<file path="src/rtl/mips16_pkg.sv">
// Shared definitions for the 16-bit MIPS-like core: instruction width, opcodes,
// instruction field positions and the fetch FSM state encoding.
package mips16_pkg;

    localparam int INSTR_W = 16;

    localparam logic [2:0] OP_ADD  = 3'b000;
    localparam logic [2:0] OP_SUB  = 3'b001;
    localparam logic [2:0] OP_J    = 3'b010;
    localparam logic [2:0] OP_JAL  = 3'b011;
    localparam logic [2:0] OP_BEQ  = 3'b100;
    localparam logic [2:0] OP_LW   = 3'b101;
    localparam logic [2:0] OP_SW   = 3'b110;
    localparam logic [2:0] OP_ADDI = 3'b111;

    localparam int OPCODE_HI = 15;
    localparam int OPCODE_LO = 13;
    localparam int IMM_HI    = 6;
    localparam int IMM_LO    = 0;
    localparam int JT_HI     = 12;
    localparam int JT_LO     = 0;

    typedef enum logic [1:0] {
        ST_IDLE = 2'd0,
        ST_REQ  = 2'd1,
        ST_HOLD = 2'd2
    } fetch_state_t;

    // Branch displacement in bytes: sign-extended word offset shifted left by one.
    function automatic logic [15:0] branch_offset(input logic [6:0] imm7);
        return {{8{imm7[6]}}, imm7, 1'b0};
    endfunction

endpackage

</file>
<file path="src/rtl/pc_next_calc.sv">
// Combinational next-pc selection for the instruction just accepted by decode.
// Priority: jump, then taken branch, then sequential pc+2; all arithmetic wraps at 16 bits.
module pc_next_calc
    import mips16_pkg::*;
(
    input  logic [15:0]        pc_plus2,
    input  logic [INSTR_W-1:0] instr,
    input  logic               jump,
    input  logic               branch,
    input  logic               zero,
    output logic [15:0]        next_pc
);

    logic unused_opcode_bits;
    assign unused_opcode_bits = ^instr[OPCODE_HI:OPCODE_LO];

    always_comb begin
        next_pc = pc_plus2;
        if (jump) begin
            next_pc = {pc_plus2[15:14], instr[JT_HI:JT_LO], 1'b0};
        end else if (branch && zero) begin
            next_pc = pc_plus2 + branch_offset(instr[IMM_HI:IMM_LO]);
        end
    end

endmodule

</file>
<file path="src/rtl/instr_fetch.sv">
// Instruction fetch stage: requests one word per pc, holds it for decode, and
// steers the pc from the control unit's jump/branch/zero on each accept.
module instr_fetch
    import mips16_pkg::*;
#(
    parameter logic [15:0] RESET_PC = 16'h0000
) (
    input  logic               clk,
    input  logic               reset,
    output logic               imem_req,
    output logic [15:0]        imem_addr,
    input  logic               imem_ack,
    input  logic [15:0]        imem_rdata,
    output logic [INSTR_W-1:0] instr,
    output logic [2:0]         opcode,
    output logic [15:0]        pc_plus2,
    output logic               instr_valid,
    input  logic               dec_ready,
    input  logic               jump,
    input  logic               branch,
    input  logic               zero,
    output logic [15:0]        retired_cnt,
    output fetch_state_t       fsm_state
);

    // Handshakes: imem_ack completes a fetch only in the cycle imem_req=1;
    // instr is consumed in the cycle instr_valid=1 and dec_ready=1 (accept).
    fetch_state_t state;
    logic [15:0]  pc;
    logic [15:0]  next_pc;
    logic         accept;

    assign accept      = instr_valid && dec_ready;
    assign imem_req    = (state == ST_REQ);
    assign imem_addr   = pc;
    assign pc_plus2    = pc + 16'd2;
    assign opcode      = instr[OPCODE_HI:OPCODE_LO];
    assign fsm_state   = state;

    pc_next_calc u_pc_next_calc (
        .pc_plus2 (pc_plus2),
        .instr    (instr),
        .jump     (jump),
        .branch   (branch),
        .zero     (zero),
        .next_pc  (next_pc)
    );

    always_ff @(posedge clk) begin
        if (reset) begin
            state       <= ST_IDLE;
            pc          <= RESET_PC;
            instr       <= '0;
            instr_valid <= 1'b0;
            retired_cnt <= 16'd0;
        end else begin
            retired_cnt <= retired_cnt + {15'd0, accept};
            case (state)
                ST_IDLE: begin
                    state <= ST_REQ;
                end
                ST_REQ: begin
                    if (imem_ack) begin
                        instr       <= imem_rdata;
                        instr_valid <= 1'b1;
                        state       <= ST_HOLD;
                    end
                end
                ST_HOLD: begin
                    if (accept) begin
                        instr_valid <= 1'b0;
                        pc          <= next_pc;
                        state       <= ST_REQ;
                    end
                end
                default: begin
                    state <= ST_IDLE;
                end
            endcase
        end
    end

endmodule

</file>
<file path="config.mk">
export PLATFORM = sky130hd
export DESIGN_NAME = instr_fetch
export DESIGN_NICKNAME = d
export VERILOG_FILES = /design/src/rtl/mips16_pkg.sv /design/src/rtl/pc_next_calc.sv /design/src/rtl/instr_fetch.sv
export SDC_FILE = /design/constraint.sdc
export NUM_CORES = 1
export LEC_CHECK = 0
export BUFFER_PORTS_ARGS = -buffer_cell sky130_fd_sc_hd__buf_2
export CAP_MARGIN = 20
export CORE_MARGIN = 2
export CORE_UTILIZATION = 40
export CTS_CLUSTER_DIAMETER = 50
export DETAILED_ROUTE_END_ITERATION = 8
export PLACE_DENSITY = 0.69
export SYNTH_ARGS = -nofsm -noshare
export SYNTH_HDL_FRONTEND = slang
export SYNTH_HIERARCHICAL = 1
export SYNTH_SLANG_ARGS = --single-unit
</file>
<file path="constraint.sdc">
create_clock -name clk -period 3.02 [get_ports clk]
set_input_delay 0.302 -clock clk [delete_from_list [all_inputs] [get_ports clk]]
set_output_delay 0.302 -clock clk [all_outputs]
set_load 0.03 [all_outputs]
</file>
==> key figures <==
Setup path
  – Worst setup SP type: register
  – Standard cell with the maximum stage delay on the critical path: sky130_fd_sc_hd__dfxtp_4
  – Arrival time at the worst endpoint: 2.98 ns
  – Crit path top cell by count: sky130_fd_sc_hd__a21oi_1
  – Required arrival time at the worst endpoint: 3.17 ns
  – CP Capture Type: register
  – Classification of the worst setup path: reg2reg
  – Biggest cell delay along the critical path: around 0.38 ns
  – Cell chain of the critical path: and4_1, and3_1, buf_4, nand3_1, xnor2_2, ha_1, a21o_1, a31oi_4, a21oi_1, nor2_1, o2111ai_1, a221o_1, nand2_1, a21oi_1
  – Biggest fanout along the worst timing path: 5

CTS
  – Num CTS Buffers: 5
  – Post-CTS Hold Buffers: 0
  – Root Buffer: sky130_fd_sc_hd__clkbuf_8
  – Maximum level of the CTS H-tree: 2
  – Maximum number of buffers from clock root to sink: 2
  – Post-CTS clock slew at the launch and capture registers of the worst setup and hold paths: 0.10 ns
  – Skew-Pair Late Insertion Delay: roughly 0.30 ns
  – Count of clock tree sinks: 51
  – CTS tree: done

Power and ir drop
  – Power density over the cells: 444 nW/µm²
  – Maximum VDD drop: 475 µV
  – Leakage: 1.91 nW

Logic synthesis
  – Synthesized net count: 482
  – Distinct cell type count of the synthesized netlist: 50
  – Flip-flop and latch count after synthesis: 51
  – Count of flip-flops with a built-in enable after synthesis: 0
  – Instance count of the mapped netlist: about 440
  – Average cell area after synthesis: 7.58 µm²
  – Fraction of the yosys area taken by sequential cells: 0.309
  – Simple-gate share of the synthesized area: 0.277
  – Number of warnings issued by yosys: 6
  – Combinational family with the most area after synthesis: simple AND/OR/NAND/NOR gates
  – Primary FF master, synth: sky130_fd_sc_hd__dfxtp_1
  – Compound-Gate Fraction of Synth Area: 0.175
  – Portion of netlist area occupied by mux cells: 0.0246
  – Post-Synth Adder-Cell Area: 0.0933
  – Post-Synth XOR/XNOR Area: 0.0743
  – Mapped cell area: 3300 µm²
  – Async set-or-reset flop fraction in the synthesized netlist: 0

Finish
  – Syn-to-layout area delta: 25.3%
  – Number of nets in the layout: 570
  – Share of cells above drive strength 1: 0.267
  – Ant. Diodes: 0
  – Filler-free cell count of the finished design: 629
  – Number of filler cells placed in the layout: 812

Timing
  – Max-slew headroom at the worst pin: 0.375
  – Fraction of the cycle the final worst path needs: 0.937
  – Final Max Slew Viols: 0
  – Tmin final: 2.83 ns
  – Worst-case setup margin in the final layout: 0.189 ns
  – Hold violation total from the final report: 0
  – Max Clock Skew: 0.0118 ns
  – Slew @ Worst Pin: approximately 0.94 ns
  – Unrepaired setup endpoints after global routing: no
  – FMAX: 0.353 GHz
  – Count of final setup violators: 0

Floorplan
  – Std cell rows: 33
  – Y dimension of the die: about 95 µm
  – Die Span X: around 95 µm
  – IO Count: 94
  – Core Region: around 8100 µm²
  – Initial core utilization: 0.408
  – Floorplan die area: 8990 µm²

Placed design
  – Placer Congestion: a little under 0.9
  – Count of port buffers added during placement: 93
  – Cell Count Post-Placement: 620
  – Post-detail-place hpwl: 7020 µm
  – Worst setup slack before clock tree synthesis: approximately 0.15 ns

Global routing
  – Maximum number of pins on one net before global-route repair: between 50 and 60
  – Overflow left after global routing: 0
  – Number of antenna violations at the first check in global routing: 0
  – First-pass GRT wire length: 15,100 µm
  – Vias in the first global route: 3,123
  – Combined global-route utilization of all metal layers: 0.208

Drt
  – 1st-iter DRT viols: about 170
  – Post-detailed-route DRC marker count: 0
  – Routed length per instance: 14.7 µm
  – Sum of routed wire length over all layers: 9260 µm
  – Vias/cell: 5.37
  – Antenna-violating nets left: 0
  – First-pass detailed-route iteration total: 4
  – Routed vias: between 3,000 and 4,000

Run status
  – Status: finished, final reports clean

Worst hold path
  – Worst Hold Class: in2reg

Job
  – Max-cap violations: 0
-- cell type report --
class,count,area (µm²),area share
multi-input cells,350,2260,0.547
clock buffers,5,68.8,0.0167
clock inverters,3,43.8,0.0106
well taps,105,131,0.0318
flip-flops and latches,51,1030,0.249
repair buffers,106,563,0.136
inverters,9,33.8,0.00817
-- per-stage QoR --
stage                     utilization  total power, mW  hold slack (ns)  cell area, µm²  TNS [ns]
after detailed placement        0.490             1.36            0.466            3960         0
after floorplan                     -             1.21            0.438            3400   -0.0506
final                           0.511             1.84            0.224            4130         0
after CTS                       0.504             1.85            0.217            4080         0
after global placement          0.490             1.35            0.453            3960         0
after global routing            0.511             1.94            0.211            4130         0
-- per-layer routing --
layer  global-route usage  part of all wire
met2                0.344              0.46
met5                    0                 0
met1                0.293              0.48
met3               0.0255             0.058
met4               0.0374            0.0089
-- report_power, final --
part | leakage [nW] | internal, mW | switching (mW)
registers | 0.416 | 0.724 | 0.0644
logic | 1.43 | 0.186 | 0.381
clock network | 0.0581 | 0.247 | 0.234
total | 1.91 | 1.16 | 0.679
-- sequential cells by signal, summed over array words and instances (netlist names) --
signal and count:
instr 16, imem_addr 16, fsm_state 2, instr_valid 1, retired_cnt 16
-- path summary, 6_finish.rpt --
| kind | startpoint | endpoint | slack [ns] | depth (start not counted) |
|---|---|---|---|---|
| worst min-delay path | imem_rdata[15] | instr[15] | 0.22 | 3 |
| worst max-delay path | imem_addr[5] | imem_addr[15] | 0.19 | 14 |
| worst max register to register | imem_addr[5] | imem_addr[15] | 0.19 | 14 |
| worst min register to register | instr[13] | instr[13] | 0.48 | 2 |
-- critical path: cells and delay by family, from the launching register on --
family,cells,cell delay (ns)
buffers and inverters,1,0.13
AOI/OAI and AO/OA,6,0.92
adders and majority gates,1,0.30
and+or+nand+nor,5,0.69
xor gates and xnor gates,1,0.26
DFF,1,0.38
-- cell usage after synthesis, types with 4 or more instances --
master                     count  area, µm²
sky130_fd_sc_hd__o21ai_0      16       80.1
sky130_fd_sc_hd__clkbuf_1     17       63.8
sky130_fd_sc_hd__a21o_1        6       45.0
sky130_fd_sc_hd__nand2b_1      4       25.0
sky130_fd_sc_hd__dfxtp_1      51       1020
sky130_fd_sc_hd__mux2i_1       7       70.1
sky130_fd_sc_hd__or3_1         7       43.8
sky130_fd_sc_hd__nor3_1        5       25.0
sky130_fd_sc_hd__nand4b_1      4       35.0
sky130_fd_sc_hd__xor2_1        6       52.6
sky130_fd_sc_hd__and3_1        5       31.3
sky130_fd_sc_hd__nand4_1      11       68.8
sky130_fd_sc_hd__a21oi_1      55        275
sky130_fd_sc_hd__xnor2_1      22        193
sky130_fd_sc_hd__nor2b_1       7       43.8
sky130_fd_sc_hd__nor2_1       24       90.1
sky130_fd_sc_hd__nand2_1      93        349
sky130_fd_sc_hd__nand3_1      18       90.1
sky130_fd_sc_hd__buf_4         4       30.0
sky130_fd_sc_hd__ha_1         23        288
sky130_fd_sc_hd__inv_1         9       33.8
-- kinds of logic after synthesis --
group | count (synthesis)
buffers and inverters | 34
AND/OR/NAND/NOR | 192
XOR/XNOR | 28
AO/OA/AOI/OAI | 98
multiplexers | 8
adder cells (fa/ha/maj) | 24
flip-flops | 51
-- placed cells by master (no fill, tap or decap), types with 3 or more instances in the layout --
master / n
sky130_fd_sc_hd__nand2_1: 92
sky130_fd_sc_hd__xnor2_2: 5
sky130_fd_sc_hd__nor3b_1: 3
sky130_fd_sc_hd__mux2i_1: 7
sky130_fd_sc_hd__nor3_1: 5
sky130_fd_sc_hd__nand4b_1: 4
sky130_fd_sc_hd__ha_1: 23
sky130_fd_sc_hd__or3_1: 7
sky130_fd_sc_hd__nand2b_1: 4
sky130_fd_sc_hd__a21oi_1: 53
sky130_fd_sc_hd__xnor2_1: 15
sky130_fd_sc_hd__buf_2: 93
sky130_fd_sc_hd__nor2_1: 24
sky130_fd_sc_hd__dfxtp_1: 45
sky130_fd_sc_hd__and3_1: 5
sky130_fd_sc_hd__nand3_1: 18
sky130_fd_sc_hd__and2_1: 3
sky130_fd_sc_hd__dfxtp_2: 5
sky130_fd_sc_hd__clkbuf_8: 5
sky130_fd_sc_hd__inv_1: 9
sky130_fd_sc_hd__nand4_1: 11
sky130_fd_sc_hd__o21ai_0: 16
sky130_fd_sc_hd__nor2b_1: 7
sky130_fd_sc_hd__xor2_1: 4
sky130_fd_sc_hd__buf_4: 13
sky130_fd_sc_hd__a21o_1: 6
-- repair_timing --
action,CTS,global route
buffers inserted,0,1
resized for setup,0,9
endpoints found under the setup margin,0,3
Power figures use the tool's default switching activity.
